--- src/rtl/cmul_scheduler.sv ---
// Complex multiply (ar + j*ai)*(br + j*bi) over one shared Q-format real multiplier.
// Optional build macro CMUL_SAT_EN: saturating ADD stage plus o_sat flag (default: wrap).
`timescale 1ns/1ps
module cmul_scheduler #(
    parameter int N       = 16,
    parameter int Q       = 8,
    parameter int MUL_LAT = 1
) (
    input  logic         i_clk,
    input  logic         i_rst_n,
    input  logic         i_valid,
    output logic         o_ready,
    input  logic [N-1:0] i_ar,
    input  logic [N-1:0] i_ai,
    input  logic [N-1:0] i_br,
    input  logic [N-1:0] i_bi,
    output logic [N-1:0] o_mul_a,
    output logic [N-1:0] o_mul_b,
    input  logic [N-1:0] i_mul_p,
    output logic         o_valid,
    input  logic         i_ready,
    output logic [N-1:0] o_re,
    output logic [N-1:0] o_im,
    output logic         o_busy
`ifdef CMUL_SAT_EN
    ,
    output logic         o_sat
`endif
);

    if (MUL_LAT < 1 || MUL_LAT > 4 || Q >= N) begin : g_param_check
        $error("cmul_scheduler: MUL_LAT must be 1..4 and Q < N");
    end

    typedef enum logic [2:0] {S_IDLE, S_ISSUE, S_DRAIN, S_ADD, S_OUT} state_t;

    state_t             state_q, state_d;
    logic [1:0]         k_q, k_d;
    logic [N-1:0]       ar_q, ai_q, br_q, bi_q;
    logic [N-1:0]       mul_a_q, mul_a_d, mul_b_q, mul_b_d;
    logic               load_ops, out_load;
    logic               issue_vld;
    logic [1:0]         issue_k;
    logic [MUL_LAT:0]   tag_vld_q;
    logic [MUL_LAT:0][1:0] tag_k_q;
    logic [N-1:0]       pp0_q, pp1_q, pp2_q, pp3_q;
    logic [N-1:0]       re_q, im_q, re_res, im_res;
    logic               valid_q, valid_d;
    logic               sat_q, sat_res;

    // Handshakes: a transfer happens on a rising edge where valid && ready are both high.
    // Input side: o_ready is high only in IDLE. Output side: o_valid/o_re/o_im hold until i_ready.
    always_comb begin
        state_d   = state_q;
        k_d       = k_q;
        mul_a_d   = '0;
        mul_b_d   = '0;
        load_ops  = 1'b0;
        out_load  = 1'b0;
        valid_d   = valid_q;
        issue_vld = 1'b0;
        issue_k   = 2'd0;
        case (state_q)
            S_IDLE: begin
                if (i_valid) begin
                    load_ops  = 1'b1;
                    mul_a_d   = i_ar;
                    mul_b_d   = i_br;
                    issue_vld = 1'b1;
                    issue_k   = 2'd0;
                    k_d       = 2'd0;
                    state_d   = S_ISSUE;
                end
            end
            S_ISSUE: begin
                // k_q names the pair on the multiplier now; load the next one.
                k_d       = k_q + 2'd1;
                issue_vld = (k_q != 2'd3);
                issue_k   = k_q + 2'd1;
                case (k_q)
                    2'd0:    begin mul_a_d = ai_q; mul_b_d = bi_q; end
                    2'd1:    begin mul_a_d = ar_q; mul_b_d = bi_q; end
                    2'd2:    begin mul_a_d = ai_q; mul_b_d = br_q; end
                    default: state_d = S_DRAIN;
                endcase
            end
            S_DRAIN: begin
                if (tag_vld_q[MUL_LAT] && tag_k_q[MUL_LAT] == 2'd3) state_d = S_ADD;
            end
            S_ADD: begin
                out_load = 1'b1;
                valid_d  = 1'b1;
                state_d  = S_OUT;
            end
            S_OUT: begin
                if (i_ready) begin
                    valid_d = 1'b0;
                    state_d = S_IDLE;
                end
            end
            default: state_d = S_IDLE;
        endcase
    end

`ifdef CMUL_SAT_EN
    localparam logic [N-1:0] SAT_MAX = {1'b0, {(N-1){1'b1}}};
    localparam logic [N-1:0] SAT_MIN = {1'b1, {(N-1){1'b0}}};
    logic signed [N:0] re_sum, im_sum;
    always_comb begin
        re_sum  = $signed({pp0_q[N-1], pp0_q}) - $signed({pp1_q[N-1], pp1_q});
        im_sum  = $signed({pp2_q[N-1], pp2_q}) + $signed({pp3_q[N-1], pp3_q});
        re_res  = re_sum[N-1:0];
        im_res  = im_sum[N-1:0];
        sat_res = 1'b0;
        if (re_sum[N] != re_sum[N-1]) begin
            re_res  = re_sum[N] ? SAT_MIN : SAT_MAX;
            sat_res = 1'b1;
        end
        if (im_sum[N] != im_sum[N-1]) begin
            im_res  = im_sum[N] ? SAT_MIN : SAT_MAX;
            sat_res = 1'b1;
        end
    end
`else
    // N-bit arithmetic yields exactly the low N bits of the N+1-bit sum.
    always_comb begin
        re_res  = pp0_q - pp1_q;
        im_res  = pp2_q + pp3_q;
        sat_res = 1'b0;
    end
`endif

    always_ff @(posedge i_clk or negedge i_rst_n) begin
        if (!i_rst_n) begin
            state_q   <= S_IDLE;
            k_q       <= '0;
            ar_q      <= '0;
            ai_q      <= '0;
            br_q      <= '0;
            bi_q      <= '0;
            mul_a_q   <= '0;
            mul_b_q   <= '0;
            tag_vld_q <= '0;
            tag_k_q   <= '0;
            pp0_q     <= '0;
            pp1_q     <= '0;
            pp2_q     <= '0;
            pp3_q     <= '0;
            re_q      <= '0;
            im_q      <= '0;
            valid_q   <= 1'b0;
            sat_q     <= 1'b0;
        end else begin
            state_q <= state_d;
            k_q     <= k_d;
            mul_a_q <= mul_a_d;
            mul_b_q <= mul_b_d;
            valid_q <= valid_d;
            if (load_ops) begin
                ar_q <= i_ar;
                ai_q <= i_ai;
                br_q <= i_br;
                bi_q <= i_bi;
            end
            // Tag at stage MUL_LAT marks the cycle its product sits on i_mul_p.
            tag_vld_q <= {tag_vld_q[MUL_LAT-1:0], issue_vld};
            tag_k_q   <= {tag_k_q[MUL_LAT-1:0], issue_k};
            if (tag_vld_q[MUL_LAT]) begin
                case (tag_k_q[MUL_LAT])
                    2'd0:    pp0_q <= i_mul_p;
                    2'd1:    pp1_q <= i_mul_p;
                    2'd2:    pp2_q <= i_mul_p;
                    default: pp3_q <= i_mul_p;
                endcase
            end
            if (out_load) begin
                re_q  <= re_res;
                im_q  <= im_res;
                sat_q <= sat_res;
            end
        end
    end

    assign o_ready = (state_q == S_IDLE);
    assign o_busy  = (state_q != S_IDLE);
    assign o_mul_a = mul_a_q;
    assign o_mul_b = mul_b_q;
    assign o_valid = valid_q;
    assign o_re    = re_q;
    assign o_im    = im_q;
`ifdef CMUL_SAT_EN
    assign o_sat   = sat_q;
`else
    logic unused_sat;
    assign unused_sat = sat_q;
`endif

endmodule
--- config.mk ---
export PLATFORM = sky130hd
export DESIGN_NAME = cmul_scheduler
export DESIGN_NICKNAME = d
export VERILOG_FILES = /design/src/rtl/cmul_scheduler.sv
export SDC_FILE = /design/constraint.sdc
export NUM_CORES = 1
export LEC_CHECK = 0
export ABC_CLOCK_PERIOD_IN_PS = 2930
export CORE_UTILIZATION = 54
export DETAILED_ROUTE_END_ITERATION = 6
export GPL_TIMING_DRIVEN = 0
export PLACE_DENSITY = 0.89
export SKIP_CTS_REPAIR_TIMING = 1
export SLEW_MARGIN = 10
export SYNTH_ARGS = -nofsm -noshare
export SYNTH_HDL_FRONTEND = slang
export SYNTH_SLANG_ARGS = --single-unit
--- constraint.sdc ---
create_clock -name i_clk -period 2.93 [get_ports i_clk]
set_clock_uncertainty 0.1 [all_clocks]
set_input_delay 0.586 -clock i_clk [delete_from_list [all_inputs] [get_ports i_clk]]
set_output_delay 0.586 -clock i_clk [all_outputs]
set_load 0.01 [all_outputs]
==> results of run 1 <==
[final cells by class]
cell class                      count  area share, %
Buffer                             38          1.344
Inverter                           24         0.7682
Tap cell                          220          2.347
Sequential cell                   204          43.53
Clock buffer                       32          5.623
Timing Repair Buffer              151          13.08
Clock inverter                      6         0.4695
Multi-Input combinational cell    625          32.83
[kinds of logic (layout without fill, tap and decap cells)]
kind of cell             Yosys count  in the layout
buffers and inverters             63            251
multiplexers                      66             66
adder cells (fa/ha/maj)           36             36
flip-flops                       204            204
XOR/XNOR                          23             23
AND/OR/NAND/NOR                  319            319
AO/OA/AOI/OAI                    181            181
[power by group]
part	internal, mW	leakage (nW)	switching (mW)
Sequential	4.15	2.51	0.727
Clock	1.64	0.358	1.07
Combinational	3.33	2.61	4.14
Total	9.13	5.49	5.93
[worst max path at each step]
stage / cells after the start / end / startpoint
after floorplan: 8 / o_re[14] / pp1_q[0]
after global placement: 1 / bi_q[5] / i_rst_n
after detailed placement: 8 / o_mul_b[3] / k_q[0]
after CTS: 3 / o_ready / state_q[0]
after global routing: 3 / o_ready / state_q[2]
final: 3 / o_ready / state_q[2]
[stage by stage]
step | hold WS [ns] | instance area [µm²] | power (mW) | std cells | setup slack (ns)
detailed placement | 0.2347 | 11010 | 12.22 | 1263 | 0.3115
finish | -0.0001906 | 11730 | 15.06 | 1300 | 0.1874
global placement | 0.2321 | 10980 | 11.89 | 1262 | -6.972
CTS | 0.01100 | 11730 | 15.05 | 1301 | -0.02366
global route | 0.05022 | 11730 | 16.05 | 1300 | 0.1204
floorplan | 0.1904 | 9201 | 9.792 | 892 | 0.5727
[critical path: stages, from the launching register on]
cell             delay (ns)
dfrtp_1                0.36
clkbuf_1               0.19
nor3_2                 0.41
clkdlybuf4s50_1        0.61
[registers in the layout, summed over array words and instances, names as in the netlist, 3 cells and up]
register  cells
pp3_q        16
br_q         16
pp0_q        16
ar_q         16
state_q       3
o_re         16
bi_q         16
pp1_q        16
ai_q         16
o_mul_b      16
o_mul_a      16
tag_k_q       4
pp2_q        16
o_im         16
[cell usage after synthesis (6+ instances only)]
| library cell | number |
|---|---|
| nand2_1 | 247 |
| dfrtp_1 | 204 |
| o21ai_0 | 71 |
| mux2_2 | 64 |
| ha_1 | 34 |
| a22oi_1 | 31 |
| a21oi_1 | 26 |
| nor2_1 | 24 |
| clkbuf_1 | 23 |
| inv_1 | 23 |
| xnor2_1 | 13 |
| buf_2 | 12 |
| a21o_1 | 10 |
| xor2_1 | 10 |
| a211oi_1 | 8 |
| nand3_1 | 8 |
| nor3_1 | 8 |
| o21a_1 | 7 |
| and3_1 | 6 |
| nand2b_1 | 6 |
| o31ai_1 | 6 |
[layout by cell type (no fill, tap or decap), types with 3 or more instances in the layout]
cell type        Yosys  final
nand2b_1             6      6
xor2_1              10     10
clkbuf_1            23     26
inv_1               23     23
ha_1                34     34
nand3b_1             4      4
buf_1                4      4
clkdlybuf4s50_1      0    149
and3_1               6      6
nand2_1            247    247
nor3_1               8      7
a31oi_1              3      3
o21a_1               7      7
nand3_1              8      8
clkinv_2             0      5
a22oi_1             31     31
dfrtp_1            204    204
buf_2               12     12
a211oi_1             8      8
o21ai_0             71     71
mux2_2              64     64
a21o_1              10     10
and2_1               3      3
xnor2_1             13     13
a21oi_1             26     26
clkbuf_16            0     23
o31ai_1              6      6
nor2_1              24     24
clkbuf_8             0      5
[routing by layer]
| layer | share of wire (%) | global-route usage [%] | routed length [µm] | up-vias |
|---|---|---|---|---|
| met4 | 2.5 | 8.940 | 554 | 0 |
| li1 | - | - | - | 3401 |
| met3 | 7.4 | 5.326 | 1617 | 42 |
| met1 | 40 | 30.67 | 8672 | 3480 |
| met2 | 50 | 44.94 | 10950 | 293 |
| met5 | 0 | 0 | 0 | - |
==> metrics.txt, run 1 <==
P&R area growth vs syn 27.44%; Synth Warn # 0; largest net degree at the start of global routing 113; net count after synthesis 1012; power density over the cells 1284 nW/µm²; Detailed Route Iter0 Violations 430; Syn Area/Cell 10.32 µm²; final-report setup violation count 0; final WL 21800 µm; Tcrit/Tclk final 93.61%; starting density of the core 55.49%; die width between 100 and 150 µm; CP Data Arrival Time 2.06 ns; Nets 1186; vias in the first global route 7258; CP Launch Type register; reg2reg setup slack 0.31 ns; minimum clock period after layout roughly 2.7 ns; mapped cell area 9201 µm²; FMAX 364.6 MHz; First-pass DRT Iterations 4; Crit Reg-Reg Endpoint o_im[12]; Rel. slew slack 37.67%; post-synthesis sequential area ratio roughly 55%; number of port buffers 150; GRT overflow 0; vias per inst 5.551; Die ar. 17570 µm²; R2R cell count 8; Slew @ Worst Pin around 0.93 ns; VDD IR max 0.6393 mV; RD Place Congestion 0.9409; Register Area 5105 µm²; ant diodes 0; Hold WC Path Type primary input to asynchronous set/reset pin; CP required 2.24 ns; Post-synth EDFFs 0; Overall Global Routing Usage 25.39%; CP Capture Type primary output; row cnt 47; maxcap violations 0; post-synthesis async set-or-reset flop share 100.0%; antenna-violating nets left 0; I/O pins 151; TNS Setup 0 ns; CTS Buf Count 22; Mapped Cells 892; Post-Synth XOR/XNOR Area roughly 2.2%; area occupied by multi-input gates about 3800 µm²; DP HPWL 15250 µm; Fill cells 1183; Main synth FF type dfrtp_1; Num Clock Sinks 204; Final Max Tran Viols 0; crit path max fanout 8; wire length per cell around 17 µm; CTS Root Buffer Type clkbuf_16; Compound-Gate Fraction of Synth Area 12.27%; Hold Worst Slack -0.0001906 ns; clk buf depth 3; post-synth top area cell dfrtp_1; CP Class register to primary output; H-tree depth 1; clock slew at reported path FFs 0.06 ns; worst skew pair latency 0.50 ns; RSZ-0062 raised after global routing no; area share of the largest cell type after synthesis approximately 55%; failing checks negative hold slack; status finished, violations left; Core ar. 16580 µm²; simple-gate portion of the synthesized area between 10% and 20%; initial antenna violation count 0; main combinational cell family by area after synthesis simple AND/OR/NAND/NOR gates; TritonCTS clock tree built; Adder-Cell Fraction of Synth Area 5.058%; count of cell types in the netlist 53; Residual DRC 0; register bit total from synthesis 204; reg2reg start pp2_q[0]; largest cells by area after synthesis dfrtp_1, nand2_1, mux2_2; first-pass GRT wire length ~35000 µm; post-synthesis mux area share under 10%; layout cells sized above 1 10.93%; fin util 70.71%; DR vias between 7000 and 8000; final hold vios 1; Leakage Power approximately 5.5 nW; Die Ht 132.5 µm
(Power assumes the default switching activity.)
==> run 2: changes to the inputs <==
- CORE_UTILIZATION: 54 -> 55
- CTS_BUF_LIST: default -> sky130_fd_sc_hd__clkbuf_4
- PLACE_DENSITY: 0.89 -> 0.9
==> run 2 against run 1 <==
Net effect: die area decreased by 1.8%; sequential share of layout area rose by 0.44 points; via count grew 2.7%; worst setup slack worse by 0.070 ns; the flow now finishes without violations; sequential power about the same; critical endpoint unchanged; wire length grew 1.4%; flip-flop and latch count stayed put.
==> metrics.txt, run 2 (synthesis results as in run 1) <==
final hold vios 0; Nets around 1200; Residual DRC 0; FMAX 355.6 MHz; row cnt 46; final WL 22090 µm; CTS Root Buffer Type clkbuf_4; GRT overflow 0; wire length per cell roughly 16 µm; Detailed Route Iter0 Violations 403; Tcrit/Tclk final 95.98%; crit path max fanout 8; Overall Global Routing Usage a little over a quarter; vias per inst 5.518; die width 131.3 µm; P&R area growth vs syn 26.16%; Die Ht 131.3 µm; Slew @ Worst Pin about 0.93 ns; antenna-violating nets left 0; fin util 72.03%; final-report setup violation count 0; CTS Buf Count 51; Core ar. roughly 16000 µm²; CP required 2.24 ns; Die ar. ~17000 µm²; minimum clock period after layout 2.812 ns; Total Power between 10 and 15 mW; Rel. slew slack 37.63%; Fill cells between 1000 and 1500; Final Max Tran Viols 0; starting density of the core 57.10%; I/O pins 151; TritonCTS clock tree built; H-tree depth 2; leading cell type in the layout, fill and taps excluded nand2_1; CP Data Arrival Time around 2.1 ns; DR vias 7411; Hold WC Path Type register to register; first-pass GRT wire length 36930 µm; largest net degree at the start of global routing 112; VDD IR max approximately 0.58 mV; CP Launch Type register; layout cells sized above 1 14.03%; RD Place Congestion 0.9276; Hold Worst Slack 0.2514 ns; CP Capture Type primary output; Leakage Power 5.480 nW; number of port buffers 150; clk buf depth 3; power density over the cells approximately 1300 nW/µm²; vias in the first global route 7716; maxcap violations 0; initial antenna violation count 1; CP Class register to primary output; First-pass DRT Iterations 5; clock slew at reported path FFs 0.06 ns; status complete, no violations; Num Clock Sinks 204; DP HPWL 15480 µm; most frequent cells in the layout nand2_1, dfrtp_1, clkdlybuf4s50_1; worst skew pair latency 0.64 ns
run 2: cell types whose count changed in the layout (fill, tap and decap cells not counted), sizes merged:
cell         delta
diode           +1
bufinv          -1
inv             +1
clkinvlp        +1
clkbuf         +40
dlygate4sd3     +1
clkinv          +4
run 2: per-layer routing:
layer	track usage (%)	routed length, µm	up-vias
li1	-	-	3493
met1	30.92	8697	3568
met2	46.48	11070	309
met3	8.295	1898	41
met4	9.755	420	0
met5	0	0	-
run 2: stage by stage:
step            TNS, ns  cells  cell area, µm²  setup slack, ns
2_1_floorplan         0    892            9201           0.5727
3_3_place_gp   -1411.28   1258           10970           -6.939
3_5_place_dp          0   1259           11010           0.2746
4_1_cts         -0.1807   1341           11580          -0.1212
5_1_grt        -0.01334   1343           11610         -0.01334
6_report              0   1343           11610           0.1178
run 2: area by class of cell:
type	count	area, µm²	share of cell area (%)
clock inverters	11	46.29	0.3988
inverters	24	90.09	0.7760
plain buffers	39	161.4	1.390
clock buffers	71	533.0	4.592
multi-input cells	625	3856	33.22
flip-flops and latches	204	5105	43.98
diodes	1	2.502	0.02156
repair buffers	152	1544	13.30
well taps	216	270.3	2.328
run 2: final timing paths:
kind                               from           end  slack [ns]  cells past startpoint
max                          state_q[2]       o_ready        0.12                      3
min                        tag_vld_q[0]  tag_vld_q[1]        0.25                      0
max reg2reg                      k_q[0]    o_mul_b[4]        0.20                      8
min reg2reg                tag_vld_q[0]  tag_vld_q[1]        0.25                      0
max in group asynchronous       i_rst_n      ai_q[13]        1.28                      3
min in group asynchronous       i_rst_n       o_re[3]        0.46                      2
run 2: where the power goes:
group	switching (mW)	total (mW)	internal [mW]
Combinational	4.15	7.49	3.34
Sequential	0.727	4.88	4.15
Clock	1.09	2.20	1.11
Total	5.97	14.6	8.60
run 2: critical path: stages, from the launching register on:
cell and delay (ns):
dfrtp_1 0.36, clkbuf_1 0.21, nor3_4 0.33, clkdlybuf4s50_1 0.59
